**config.mk**
```make
export PLATFORM = sky130hd
export DESIGN_NAME = rv_elastic_buffer
export DESIGN_NICKNAME = d
export VERILOG_FILES = /design/src/rtl/RV_buffer_pkg.sv /design/src/rtl/rv_ebuf_ctrl.sv /design/src/rtl/rv_elastic_buffer.sv
export SDC_FILE = /design/constraint.sdc
export NUM_CORES = 1
export LEC_CHECK = 0
export ABC_AREA = 1
export BUFFER_PORTS_ARGS = -buffer_cell sky130_fd_sc_hd__buf_2
export CORE_ASPECT_RATIO = 1.4
export CORE_UTILIZATION = 55
export CTS_CLUSTER_DIAMETER = 80
export DETAILED_ROUTE_END_ITERATION = 10
export PLACE_DENSITY = 0.83
export SYNTH_ARGS = -nofsm -noshare
export SYNTH_HDL_FRONTEND = slang
export SYNTH_SLANG_ARGS = --single-unit
```
**constraint.sdc**
```tcl
create_clock -name clk -period 2.9 [get_ports clk]
set_clock_uncertainty 0.1 [all_clocks]
set_input_delay 0.145 -clock clk [delete_from_list [all_inputs] [get_ports clk]]
set_output_delay 0.145 -clock clk [all_outputs]
set_load 0.05 [all_outputs]
```
**src/rtl/RV_buffer_pkg.sv**
```systemverilog
// Shared definitions for the ready/valid buffer family: counter width helper,
// performance counter width and a common occupancy count type.
package RV_buffer_pkg;

  localparam int PERF_CNTW = 32;

  // Widest occupancy any buffer in this family is expected to report.
  localparam int OCC_MAXW = 16;

  typedef logic [OCC_MAXW-1:0] occ_t;

  // Bits needed to hold an occupancy of 0..depth; never returns 0.
  function automatic int cntw_f(input int depth);
    if (depth < 1) return 1;
    return $clog2(depth + 1);
  endfunction

endpackage

```
**src/rtl/rv_ebuf_ctrl.sv**
```systemverilog
// Pointer, occupancy and flag control for rv_elastic_buffer.
// Define RV_EBUF_PERF_EN to build the saturating backpressure stall counter.
module rv_ebuf_ctrl
  import RV_buffer_pkg::*;
#(
  parameter int DEPTH     = 4,
  parameter int AF_THRESH = DEPTH - 1,
  parameter int CNTW      = cntw_f(DEPTH),
  parameter int AW        = $clog2(DEPTH)
) (
  input  logic                 clk,
  input  logic                 reset,
  input  logic                 flush,
  input  logic                 valid_in,
  input  logic                 ready_out,
  output logic                 ready_in,
  output logic                 valid_out,
  output logic                 almost_full,
  output logic [CNTW-1:0]      count,
  output logic [PERF_CNTW-1:0] stall_cnt,
  output logic                 wr_en,
  output logic [AW-1:0]        wr_addr,
  output logic [AW-1:0]        rd_addr
);

  // Handshakes: push = valid_in && ready_in, pop = valid_out && ready_out.
  // Both flags are registered from the next occupancy, so a pop at full frees
  // a slot only on the following cycle and a push reaches the output one
  // cycle later (no same-cycle refill, no data bypass).
  localparam logic [CNTW-1:0] DEPTH_C = CNTW'(DEPTH);
  localparam logic [CNTW-1:0] AF_C    = CNTW'(AF_THRESH);
  localparam logic            AF_RST  = (AF_THRESH == 0);

  logic            push;
  logic            pop;
  logic [CNTW-1:0] next_count;
  logic [AW-1:0]   wr_ptr;
  logic [AW-1:0]   rd_ptr;

  assign push = valid_in && ready_in;
  assign pop  = valid_out && ready_out;

  always_comb begin
    next_count = count;
    if (push && !pop)
      next_count = count + CNTW'(1);
    else if (pop && !push)
      next_count = count - CNTW'(1);
  end

  // DEPTH is a power of two, so pointers wrap by natural overflow.
  always_ff @(posedge clk) begin
    if (reset || flush) begin
      wr_ptr      <= '0;
      rd_ptr      <= '0;
      count       <= '0;
      ready_in    <= 1'b1;
      valid_out   <= 1'b0;
      almost_full <= AF_RST;
    end else begin
      if (push) wr_ptr <= wr_ptr + AW'(1);
      if (pop)  rd_ptr <= rd_ptr + AW'(1);
      count       <= next_count;
      ready_in    <= (next_count < DEPTH_C);
      valid_out   <= (next_count != '0);
      almost_full <= (next_count >= AF_C);
    end
  end

  // Data offered during a flush is dropped, not written.
  assign wr_en   = push && !flush && !reset;
  assign wr_addr = wr_ptr;
  assign rd_addr = rd_ptr;

`ifdef RV_EBUF_PERF_EN
  // Survives flush so stalls can be measured across pipeline kills.
  always_ff @(posedge clk) begin
    if (reset)
      stall_cnt <= '0;
    else if (valid_out && !ready_out && (stall_cnt != '1))
      stall_cnt <= stall_cnt + PERF_CNTW'(1);
  end
`else
  assign stall_cnt = '0;
`endif

  count_bound_a: assert property (@(posedge clk) disable iff (reset) count <= DEPTH_C);

endmodule

```
**src/rtl/rv_elastic_buffer.sv**
```systemverilog
// DEPTH-entry ready/valid elastic buffer with registered flags and sync flush.
// Define RV_EBUF_PERF_EN to enable the stall_cnt performance counter.
module rv_elastic_buffer
  import RV_buffer_pkg::*;
#(
  parameter int DATAW     = 8,
  parameter int DEPTH     = 4,
  parameter int AF_THRESH = DEPTH - 1,
  parameter int CNTW      = cntw_f(DEPTH)
) (
  input  logic                 clk,
  input  logic                 reset,
  input  logic                 flush,
  input  logic                 valid_in,
  input  logic [DATAW-1:0]     data_in,
  output logic                 ready_in,
  output logic                 valid_out,
  output logic [DATAW-1:0]     data_out,
  input  logic                 ready_out,
  output logic [CNTW-1:0]      count,
  output logic                 almost_full,
  output logic [PERF_CNTW-1:0] stall_cnt
);

  localparam int AW = $clog2(DEPTH);

  logic             wr_en;
  logic [AW-1:0]    wr_addr;
  logic [AW-1:0]    rd_addr;
  logic [DATAW-1:0] mem [DEPTH];

  rv_ebuf_ctrl #(
    .DEPTH     (DEPTH),
    .AF_THRESH (AF_THRESH),
    .CNTW      (CNTW),
    .AW        (AW)
  ) u_ctrl (
    .clk         (clk),
    .reset       (reset),
    .flush       (flush),
    .valid_in    (valid_in),
    .ready_out   (ready_out),
    .ready_in    (ready_in),
    .valid_out   (valid_out),
    .almost_full (almost_full),
    .count       (count),
    .stall_cnt   (stall_cnt),
    .wr_en       (wr_en),
    .wr_addr     (wr_addr),
    .rd_addr     (rd_addr)
  );

  // Storage is deliberately unreset; data_out is meaningless while !valid_out.
  always_ff @(posedge clk) begin
    if (wr_en) mem[wr_addr] <= data_in;
  end

  assign data_out = mem[rd_addr];

endmodule

```
==> run metrics <==
Syn. warnings=0; area of the multi-input gates=593 µm²; initial antenna violation count=0; final weighted congestion in routability-driven placement=between 0.7 and 0.8; ant diodes=0; DR WL/cell=12.6 µm; P&R area growth vs syn=9.62%; CTS tree=done; first-pass GRT wire length=~5000 µm; NumNets Final=about 240; slowest stage cell, crit path=dfxtp_1; hold buffer count at cts=8; share of the synthesized area in the top cell type=47.7%; Cell Chain, Critical Path=inv_2 > o21ai_0 > o22ai_1 > buf_2; largest net degree at the start of global routing=18; CP delay by family, top=flip-flops; leading area contributor after synthesis=edfxtp_1; final cycle utilization of the critical path=~68%; detailed placer's ending HPWL=between 2000 and 2500 µm; RSZ-0062 raised after global routing=no; Critical Path AT=1.72 ns; Max-slew headroom=between 40% and 50%; clock tree buffer depth=2; Worst Path Required=about 2.7 ns; Total Power=1250 µW; First-pass DRT Iterations=4; ys flop type=edfxtp_1; die area=3910 µm²; Max-Cap Viols=0; Port Buffers=26; Filler cells=between 200 and 300; CP endpoint kind=output pin; Sequential Area=around 1200 µm²; f_max=about 500 MHz; EDFF count, synth=32; Mapped Cells=187; Final Max Slew Viols=0; Hold Fails Final Rpt=0; Die Y=between 70 and 80 µm; end-of-flow core utilization=approximately 64%; Worst-Skew Late Latency=roughly 0.29 ns; Crit Path Category=reg -> out; synth cell count leaders=buf_4 (32), edfxtp_1 (32), nor2_1 (24); Syn Area/Cell=~11 µm²; Fin Setup TNS=0 ns; status=finished, final reports clean; IO Pins=59; Worst setup SP type=flip-flop; Reg clk slew, reported paths=around 0.070 ns; Via Count=1,262; CTS root buf=clkbuf_8; number of global-route vias before repair=roughly 1,200; Total GRT Usage=between 10% and 20%; Detailed Route Iter0 Violations=13; CTS Buf Count=5; DR vias/cell=around 4.7; Post-Syn Area=approximately 2000 µm²; Core Box Area=between 3000 and 4000 µm²; buffers and inverters on the worst path=2; #FFs+latches synth=44; Tmin final=approximately 2 ns; GR Overflow Total=0; # DRC=0; slowest stage delay, CP=about 0.65 ns; final WL=between 3000 and 4000 µm; WHS=~0.058 ns; Hold Path Class=in -> reg; crit path max fanout=17; Seq/Total Area, Yosys=about three fifths; CTS Sinks=44; final setup fails=0; Cell variety after synth=21; total leakage power=approximately 0.00095 µW; leading post-synthesis cells by cell area=edfxtp_1 (48%), dfxtp_1 (12%), buf_4 (12%), nor2_1 (4.5%), o21ai_0 (4.0%); share of cells above drive strength 1=a little under a fifth; VDD IR max=between 0.3 and 0.4 mV; Setup Fix Bufs, Post-CTS=0; Post-DRT Antenna Nets=0; Initial Util=between 50 and 60%; pwr dens=between 500 and 600 nW/µm²; post-CTS resize count=0; chip width=around 53 µm; slew at the pin closest to its max-slew limit=about 0.81 ns; # rows=25; Async SR Flop Fraction=0%; H-tree Lvls=2
## worst reg2reg max path: cells and delay by family (launching register included)
kind                     cells  cell delay (ns)
adder cells (fa/ha/maj)      1             0.16
AND/OR/NAND/NOR              1             0.63
flip-flops                   1             0.33
buffers and inverters        2             0.16
## cells in the final DEF, fill, tap and decap left out
| cell | instances |
|---|---|
| a21oi_1 | 2 |
| clkbuf_8 | 5 |
| o21ai_1 | 2 |
| buf_2 | 26 |
| inv_2 | 3 |
| dfxtp_1 | 12 |
| o22ai_1 | 8 |
| dlygate4sd3_1 | 8 |
| ha_1 | 6 |
| nor2_4 | 1 |
| xor2_1 | 1 |
| nand2_2 | 4 |
| inv_1 | 17 |
| nand3b_1 | 1 |
| o21ai_2 | 1 |
| edfxtp_1 | 32 |
| nand3_1 | 6 |
| clkbuf_1 | 3 |
| conb_1 | 32 |
| nand2_1 | 15 |
| nor2_1 | 24 |
| o21ai_0 | 16 |
| nand3_2 | 1 |
## final timing paths
check | from | end | slack [ns] | depth (start not counted)
worst max-delay path | flip-flop | data_out[6] | 0.94 | 4
worst min-delay path | reset | flip-flop | 0.06 | 4
worst max register to register | u_ctrl.wr_addr[0]$_SDFFE_PP0P_ | mem[0][0]$_DFFE_PP_ | 1.15 | 4
worst min register to register | u_ctrl.rd_addr[0]$_SDFFE_PP0P_ | flip-flop | 0.41 | 2
## power by group
group | switching (µW) | leakage [µW] | internal, µW
registers | 6.78 | 0.000387 | 685
clock network | 182 | 0.0000395 | 171
logic | 169 | 0.000528 | 34.9
## kinds of logic after synthesis
family                     Yosys count  share of synthesized area [%]
buffers and inverters               54                           16.8
and+or+nand+nor                     52                           11.4
DFF                                 44                           59.6
AOI/OAI and AO/OA                   29                           7.88
adders and majority gates            6                           3.72
xor gates and xnor gates             1                          0.435
other                                1                          0.186
## per-stage QoR
stage                     cell area (µm²)  setup WS, ns  instances
final                                2210         0.937        266
after global routing                 2210         0.766        266
after CTS                            2210         0.915        266
after detailed placement             2050          1.14        250
after global placement               2050          1.20        250
after floorplan                      2130          1.05        218
## final cells by class
cell class	count	share of cell area (%)
tap	40	2.27
sequential	44	54.4
timing repair buffer	34	9.51
multi-input combinational	120	26.8
inverter	20	3.40
clock buffer	8	3.62
## per-layer routing
| layer | track usage, % | up-vias | wire length, µm | part of all wire, % |
|---|---|---|---|---|
| li1 | - | 631 | - | - |
| met1 | 17.3 | 585 | 1140 | 34 |
| met2 | 35.9 | 39 | 1960 | 58 |
| met3 | 6.00 | 7 | 187 | 5.6 |
| met4 | 9.06 | 0 | 60 | 1.8 |
| met5 | 0 | - | 0 | 0 |
## state kept, by name, summed over array words and instances (netlist names), named ones only
name,cells
u_ctrl.valid_out,1
u_ctrl.rd_addr,2
u_ctrl.almost_full,1
mem,32
u_ctrl.count,3
u_ctrl.wr_addr,2
u_ctrl.ready_in,1
Power figures use the tool's default switching activity.
